===== config.mk =====
export PLATFORM = sky130hd
export DESIGN_NAME = i2s_apb_sequencer
export DESIGN_NICKNAME = d
export VERILOG_FILES = /design/src/rtl/ctrl_pkg.sv /design/src/rtl/i2s_apb_sequencer.sv
export SDC_FILE = /design/constraint.sdc
export NUM_CORES = 1
export LEC_CHECK = 0
export ABC_AREA = 1
export CAP_MARGIN = 20
export CORE_AREA = 2 2 129 106
export DETAILED_ROUTE_END_ITERATION = 16
export DIE_AREA = 0 0 131 108
export GPL_TIMING_DRIVEN = 0
export PLACE_DENSITY_LB_ADDON = 0.12
export SLEW_MARGIN = 20
export SYNTH_ARGS = -nofsm -noshare
export SYNTH_HDL_FRONTEND = slang
export SYNTH_SLANG_ARGS = --single-unit

===== constraint.sdc =====
create_clock -name pclk -period 2.2 [get_ports pclk]
set_input_delay 0.66 -clock pclk [delete_from_list [all_inputs] [get_ports pclk]]
set_output_delay 0.66 -clock pclk [all_outputs]
set_load 0.005 [all_outputs]

===== src/rtl/ctrl_pkg.sv =====
// Shared definitions for the I2S_top register map and the APB sequencer.
package ctrl_pkg;

  localparam logic [31:0] CTRL_OFS = 32'h0;
  localparam logic [31:0] TXD_OFS  = 32'h4;
  localparam logic [31:0] RXD_OFS  = 32'h8;

  typedef enum logic [1:0] {
    MODE_MT = 2'b00,
    MODE_MR = 2'b01,
    MODE_ST = 2'b10,
    MODE_SR = 2'b11
  } mode_t;

  typedef enum logic [1:0] {
    WLEN_8  = 2'b00,
    WLEN_16 = 2'b01,
    WLEN_24 = 2'b10,
    WLEN_32 = 2'b11
  } wlen_t;

  // Control register layout of I2S_top, LSB last.
  typedef struct packed {
    logic [23:0] rsvd;
    logic        tranEn;
    mode_t       mode;
    logic        msbJust;
    wlen_t       wlen;
    logic        frame32;
    logic        stereo;
  } OP_t;

  localparam int TRAN_EN_BIT = 7;

  typedef enum logic [2:0] {
    IDLE,
    CFG,
    PRIME,
    ENABLE,
    RUN,
    DISABLE
  } seq_state_t;

  // Returns the control word with tran_en forced to the requested value.
  function automatic logic [31:0] ctrlWord(input logic [31:0] cfgWord, input logic en);
    logic [31:0] w;
    w = cfgWord;
    w[TRAN_EN_BIT] = en;
    return w;
  endfunction

endpackage


===== src/rtl/i2s_apb_sequencer.sv =====
// APB master that configures one I2S_top, primes its TX FIFO, then
// round-robins the register port between TX writes and RX reads.
module i2s_apb_sequencer
  import ctrl_pkg::*;
#(
  parameter logic [31:0] BASE_ADDR   = 32'h0,
  parameter int          PRIME_WORDS = 4,
  parameter int          CNT_W       = 4
) (
  input  logic        pclk,
  input  logic        preset,
  input  logic        start,
  input  logic        stop,
  input  logic [31:0] cfg,
  input  logic [31:0] tx_data,
  input  logic        tx_valid,
  output logic        tx_ready,
  input  logic        tx_space,
  input  logic        rx_avail,
  output logic [31:0] rx_data,
  output logic        rx_valid,
  output logic        penable,
  output logic        pwrite,
  output logic [31:0] paddr,
  output logic [31:0] pwdata,
  input  logic [31:0] prdata,
  output logic        busy
);

  localparam logic [31:0]      ADDR_CTRL = BASE_ADDR + CTRL_OFS;
  localparam logic [31:0]      ADDR_TXD  = BASE_ADDR + TXD_OFS;
  localparam logic [31:0]      ADDR_RXD  = BASE_ADDR + RXD_OFS;
  localparam logic [CNT_W-1:0] PRIME_CNT = CNT_W'(PRIME_WORDS);

  seq_state_t       r_state, w_nextState;
  logic [31:0]      r_cfg;
  logic [CNT_W-1:0] r_cnt, w_cntNext;
  logic             r_lastWrite;
  logic             r_penable, r_pwrite, r_rxValid, r_busy;
  logic [31:0]      r_paddr, r_pwdata, r_rxData;
  logic             w_issue, w_write, w_txReady, w_readWins;
  logic             w_grantRead, w_grantWrite, w_writeReq;
  logic [31:0]      w_addr, w_wdata;

  // Next state and the single bus operation decided this cycle.
  always_comb begin
    w_nextState  = r_state;
    w_cntNext    = r_cnt;
    w_issue      = 1'b0;
    w_write      = 1'b0;
    w_addr       = '0;
    w_wdata      = '0;
    w_txReady    = 1'b0;
    w_readWins   = 1'b0;
    w_grantRead  = 1'b0;
    w_grantWrite = 1'b0;
    w_writeReq   = tx_valid && tx_space;
    case (r_state)
      IDLE: begin
        if (start) w_nextState = CFG;
      end
      CFG: begin
        w_issue     = 1'b1;
        w_write     = 1'b1;
        w_addr      = ADDR_CTRL;
        w_wdata     = ctrlWord(r_cfg, 1'b0);
        w_nextState = (PRIME_WORDS == 0) ? ENABLE : PRIME;
      end
      PRIME: begin
        if (stop) begin
          w_nextState = DISABLE;
        end else begin
          w_txReady = tx_space;
          if (w_writeReq) begin
            w_issue   = 1'b1;
            w_write   = 1'b1;
            w_addr    = ADDR_TXD;
            w_wdata   = tx_data;
            w_cntNext = r_cnt + 1'b1;
            if (w_cntNext == PRIME_CNT) w_nextState = ENABLE;
          end
        end
      end
      ENABLE: begin
        w_issue     = 1'b1;
        w_write     = 1'b1;
        w_addr      = ADDR_CTRL;
        w_wdata     = ctrlWord(r_cfg, 1'b1);
        w_nextState = RUN;
      end
      RUN: begin
        w_readWins = rx_avail && (!w_writeReq || r_lastWrite);
        w_txReady  = tx_space && !w_readWins && !stop;
        if (w_readWins) begin
          w_issue     = 1'b1;
          w_addr      = ADDR_RXD;
          w_grantRead = 1'b1;
        end else if (w_writeReq && !stop) begin
          w_issue      = 1'b1;
          w_write      = 1'b1;
          w_addr       = ADDR_TXD;
          w_wdata      = tx_data;
          w_grantWrite = 1'b1;
        end
        if (stop) w_nextState = DISABLE;
      end
      DISABLE: begin
        w_issue     = 1'b1;
        w_write     = 1'b1;
        w_addr      = ADDR_CTRL;
        w_wdata     = ctrlWord(r_cfg, 1'b0);
        w_nextState = IDLE;
      end
      default: w_nextState = IDLE;
    endcase
  end

  // State register, latched config, prime counter and last-grant bit.
  always_ff @(posedge pclk or negedge preset) begin
    if (!preset) begin
      r_state     <= IDLE;
      r_cfg       <= '0;
      r_cnt       <= '0;
      r_lastWrite <= 1'b1;
    end else begin
      r_state <= w_nextState;
      if (r_state == IDLE && start) begin
        r_cfg <= cfg;
        r_cnt <= '0;
      end else begin
        r_cnt <= w_cntNext;
      end
      if (w_grantRead)       r_lastWrite <= 1'b0;
      else if (w_grantWrite) r_lastWrite <= 1'b1;
    end
  end

  // Registered APB outputs: one single-cycle access per decided operation.
  always_ff @(posedge pclk or negedge preset) begin
    if (!preset) begin
      r_penable <= 1'b0;
      r_pwrite  <= 1'b0;
      r_paddr   <= '0;
      r_pwdata  <= '0;
    end else begin
      r_penable <= w_issue;
      if (w_issue) begin
        r_pwrite <= w_write;
        r_paddr  <= w_addr;
        r_pwdata <= w_wdata;
      end
    end
  end

  // Capture read data at the edge ending a read access.
  always_ff @(posedge pclk or negedge preset) begin
    if (!preset) begin
      r_rxValid <= 1'b0;
      r_rxData  <= '0;
    end else begin
      r_rxValid <= r_penable && !r_pwrite;
      if (r_penable && !r_pwrite) r_rxData <= prdata;
    end
  end

  // Busy stays up through the cycle carrying the final DISABLE write.
  always_ff @(posedge pclk or negedge preset) begin
    if (!preset) r_busy <= 1'b0;
    else         r_busy <= (w_nextState != IDLE) || (r_state != IDLE);
  end

  assign tx_ready = w_txReady;
  assign rx_data  = r_rxData;
  assign rx_valid = r_rxValid;
  assign penable  = r_penable;
  assign pwrite   = r_pwrite;
  assign paddr    = r_paddr;
  assign pwdata   = r_pwdata;
  assign busy     = r_busy;

endmodule


==> results.yml <==
floorplanning:
  rows: 37
  start_util_pct: 44.76
  ios: 204
  die_w_um: 131
  dieArea_mm2: 0.01415
  die_height_um: 108
  core-area_mm2: 0.01273
clock_tree:
  cts_tree: "yes"
  worstSkewPairLatency_ns: 0.34
  clock-root-buffer: "clkbuf_16"
  hold_buffers: 0
  cts_buffers: 9
  cts_htree_levels: 3
  clkTransAtPathRegs_ns: 0.07
  cts_sinks: 109
  cts_max_path_buffers: 2
critical_path:
  critPathBufInv: 3
  critPathKind: "register to primary output"
  cpPeakStageDelay_ns: 0.44
  crit_chain: "inv_2 > nand3_2 > inv_4 > nand2_1 > a21oi_2 > buf_2"
  crit_family: "flip-flops"
  startpoint_type: "register"
  cp.required_ns: 1.54
  cp-end-kind: "primary output"
  arrival_ns: 1.47
  cp_max_fo: 5
  cp_slowest_cell: "dfrtp_1"
logic_synthesis:
  ys_types: 25
  postSynthAreaPerCell_um2: 7.176
  synth_ff_type: "dfrtp_1"
  ys_seq_area_share_pct: 47.89
  synth.top_cells.by_area: "dfrtp_1 47%, nand2_1 25%, nand3_1 9.0%"
  netlist_instances: 794
  async_flop_share_pct: 100.0
  yosys_warnings: 0
  yosys.area.top_type_share_pct: 47.43
  synth_most_common_cell: "nand2_1"
  yosys-top-cells-count: "376 x nand2_1, 108 x dfrtp_1, 103 x nand3_1"
  synth_edf_count: 0
  synth.largest_area_cell: "dfrtp_1"
  synthesis.area_mm2: 0.005698
  synth_seq_cells: 109
flow_run:
  timing.max_cap.violations: 0
sta:
  finalHoldViolations: 0
  fin_tns_setup_ns: 0
  fin_crit_sh_pct: 96.73
  rsz0062_at_grt: "no"
  slew_headroom_pct: 64.84
  tightest_slew_ns: 0.5274
  period_minus_slack_ns: 2.128
  fmax_ghz: 0.4699
  fin_skew_ns: 0.005478
  setup_viol: 0
  slew_violations: 0
  fin_ws_ns: 0.07190
global_route:
  track_usage_pct: 22.97
  antenna_found_initial: 0
  grt_pass1_vias: 5201
  grt_pass1_wl_um: 25350
  grt_overflow: 0
  grt_start_max_net_pins: 76
drt:
  vias: 5512
  ant_nets: 0
  wl_um: 16070
  dr.pass1.iters: 5
  drcViolationCount: 0
  wl_per_cell_um: 13.55
  via_per_inst: 4.648
  drtIter0Drc: 341
power_and_ir_drop:
  p_leak_nw: 4.218
  ir_worst_vdd_uv: 509.1
  powerDensity_mw_per_mm2: 1157
placed_design:
  dp_hpwl_um: 12030
  post-place-ws_ns: -0.8672
  io_buffers: 169
  dpl.cell_count: 1168
  place.gp.congestion: 0.9130
final_layout:
  layoutNonFillerInstCount: 1186
  nets: 1110
  area_delta_synth_final_pct: 42.38
  diodes: 0
  final_core_util_pct: 63.72
  final_layout_size_suffix_gt1_share_pct: 9.990
status:
  status: "completed"
min_path:
  hold_class: "input port to async pin"
==> layout by cell type (no fill, tap or decap) <==
cell             synthesis  final
xor2_1                   1      1
nor2_1                  76     76
o31ai_1                  1      1
buf_6                    0      1
clkbuf_16                0      9
nand2_2                  1      2
nand2_4                  1      1
nand3_2                  3      4
conb_1                   1     30
inv_2                    7      6
clkdlybuf4s50_1          0    166
ha_1                     1      1
xnor2_1                  1      1
nor2_4                   2      2
clkinv_4                 0      1
o21bai_4                 1      1
nand2_1                376    375
nand3_1                103    102
a21oi_1                  2      1
o22ai_1                  1      1
o21ai_0                  7      7
dfrtp_1                108    108
dfstp_2                  1      1
buf_2                   26     25
inv_1                   18     18
buf_4                   35     39
dlygate4sd2_1            0      1
bufinv_16                0      3
nand4_1                  1      1
clkbuf_1                14     14
a21oi_2                  0      1
buf_16                   0      1
inv_4                    0      1
clkinv_2                 0      3
o21ai_1                  6      6
==> worst paths after layout <==
kind	from	to	slack [ns]	cells past startpoint
setup / recovery	r_state[1]	tx_ready	0.07	6
hold / removal	preset	pwdata[8]	0.20	1
setup reg to reg	r_state[1]	pwdata[20]	0.46	9
hold reg to reg	rx_data[11]	rx_data[11]	0.47	2
max in group asynchronous	preset	r_lastWrite	1.29	2
min in group pclk	rx_data[11]	rx_data[11]	0.47	2
==> state kept, by name, indices dropped and copies added (netlist names) <==
| name | count |
|---|---|
| r_state | 3 |
| r_cnt | 4 |
| pwrite | 1 |
| busy | 1 |
| rx_data | 32 |
| pwdata | 32 |
| r_lastWrite | 1 |
| paddr | 2 |
| rx_valid | 1 |
| r_cfg | 31 |
| penable | 1 |
==> through the flow <==
stage	power, mW	hold slack, ns	area, um^2
after detailed placement	7.581	0.4580	7746
after global placement	7.485	0.4528	7717
after global routing	10.12	0.2176	8113
final	9.390	0.2014	8113
after floorplan	5.474	0.3644	5807
after CTS	9.476	0.2048	8122
==> report_power, final <==
group | switching (mW) | internal (mW)
Clock | 0.731 | 1.11
Sequential | 0.554 | 2.92
Combinational | 2.08 | 1.99
==> worst reg2reg max path, cell delays in order (launching register included) <==
cell and delay, ns:
dfrtp_1 0.44, inv_2 0.10, nand3_2 0.16, inv_4 0.09, buf_4 0.17, buf_4 0.18, nand2_4 0.12, buf_2 0.22
nand3_1 0.10, nand2_1 0.06
==> per-layer routing <==
layer	vias up	GRT usage [%]	wire, um
li1	2827	-	-
met1	2467	31.78	7202
met2	199	36.57	7303
met3	19	5.344	1344
met4	0	5.927	215
met5	-	0	0
==> cell families after synthesis <==
kind of cell	synth area share, %
xor gates and xnor gates	0.3075
and+or+nand+nor	40.16
other	0.06581
DFF	47.89
AOI/OAI and AO/OA	1.889
adders and majority gates	0.2196
buffers and inverters	9.464
==> layout make-up <==
class                   instances  area (um^2)
plain buffers                  73        435.4
flip-flops and latches        109         2729
clock buffers                   9        225.2
well taps                     175        219.0
fillers                      1144         4618
multi-input cells             614         2550
inverters                      25        96.34
repair buffers                174         1744
clock inverters                 7        113.9
==> repair_timing <==
action                                  CTS  global route
resized for setup                        10             1
endpoints found under the setup margin    1             1
pin swaps                                 1             1
buffers inserted                          4             0
No activity file was read; power rests on OpenSTA's default activity.
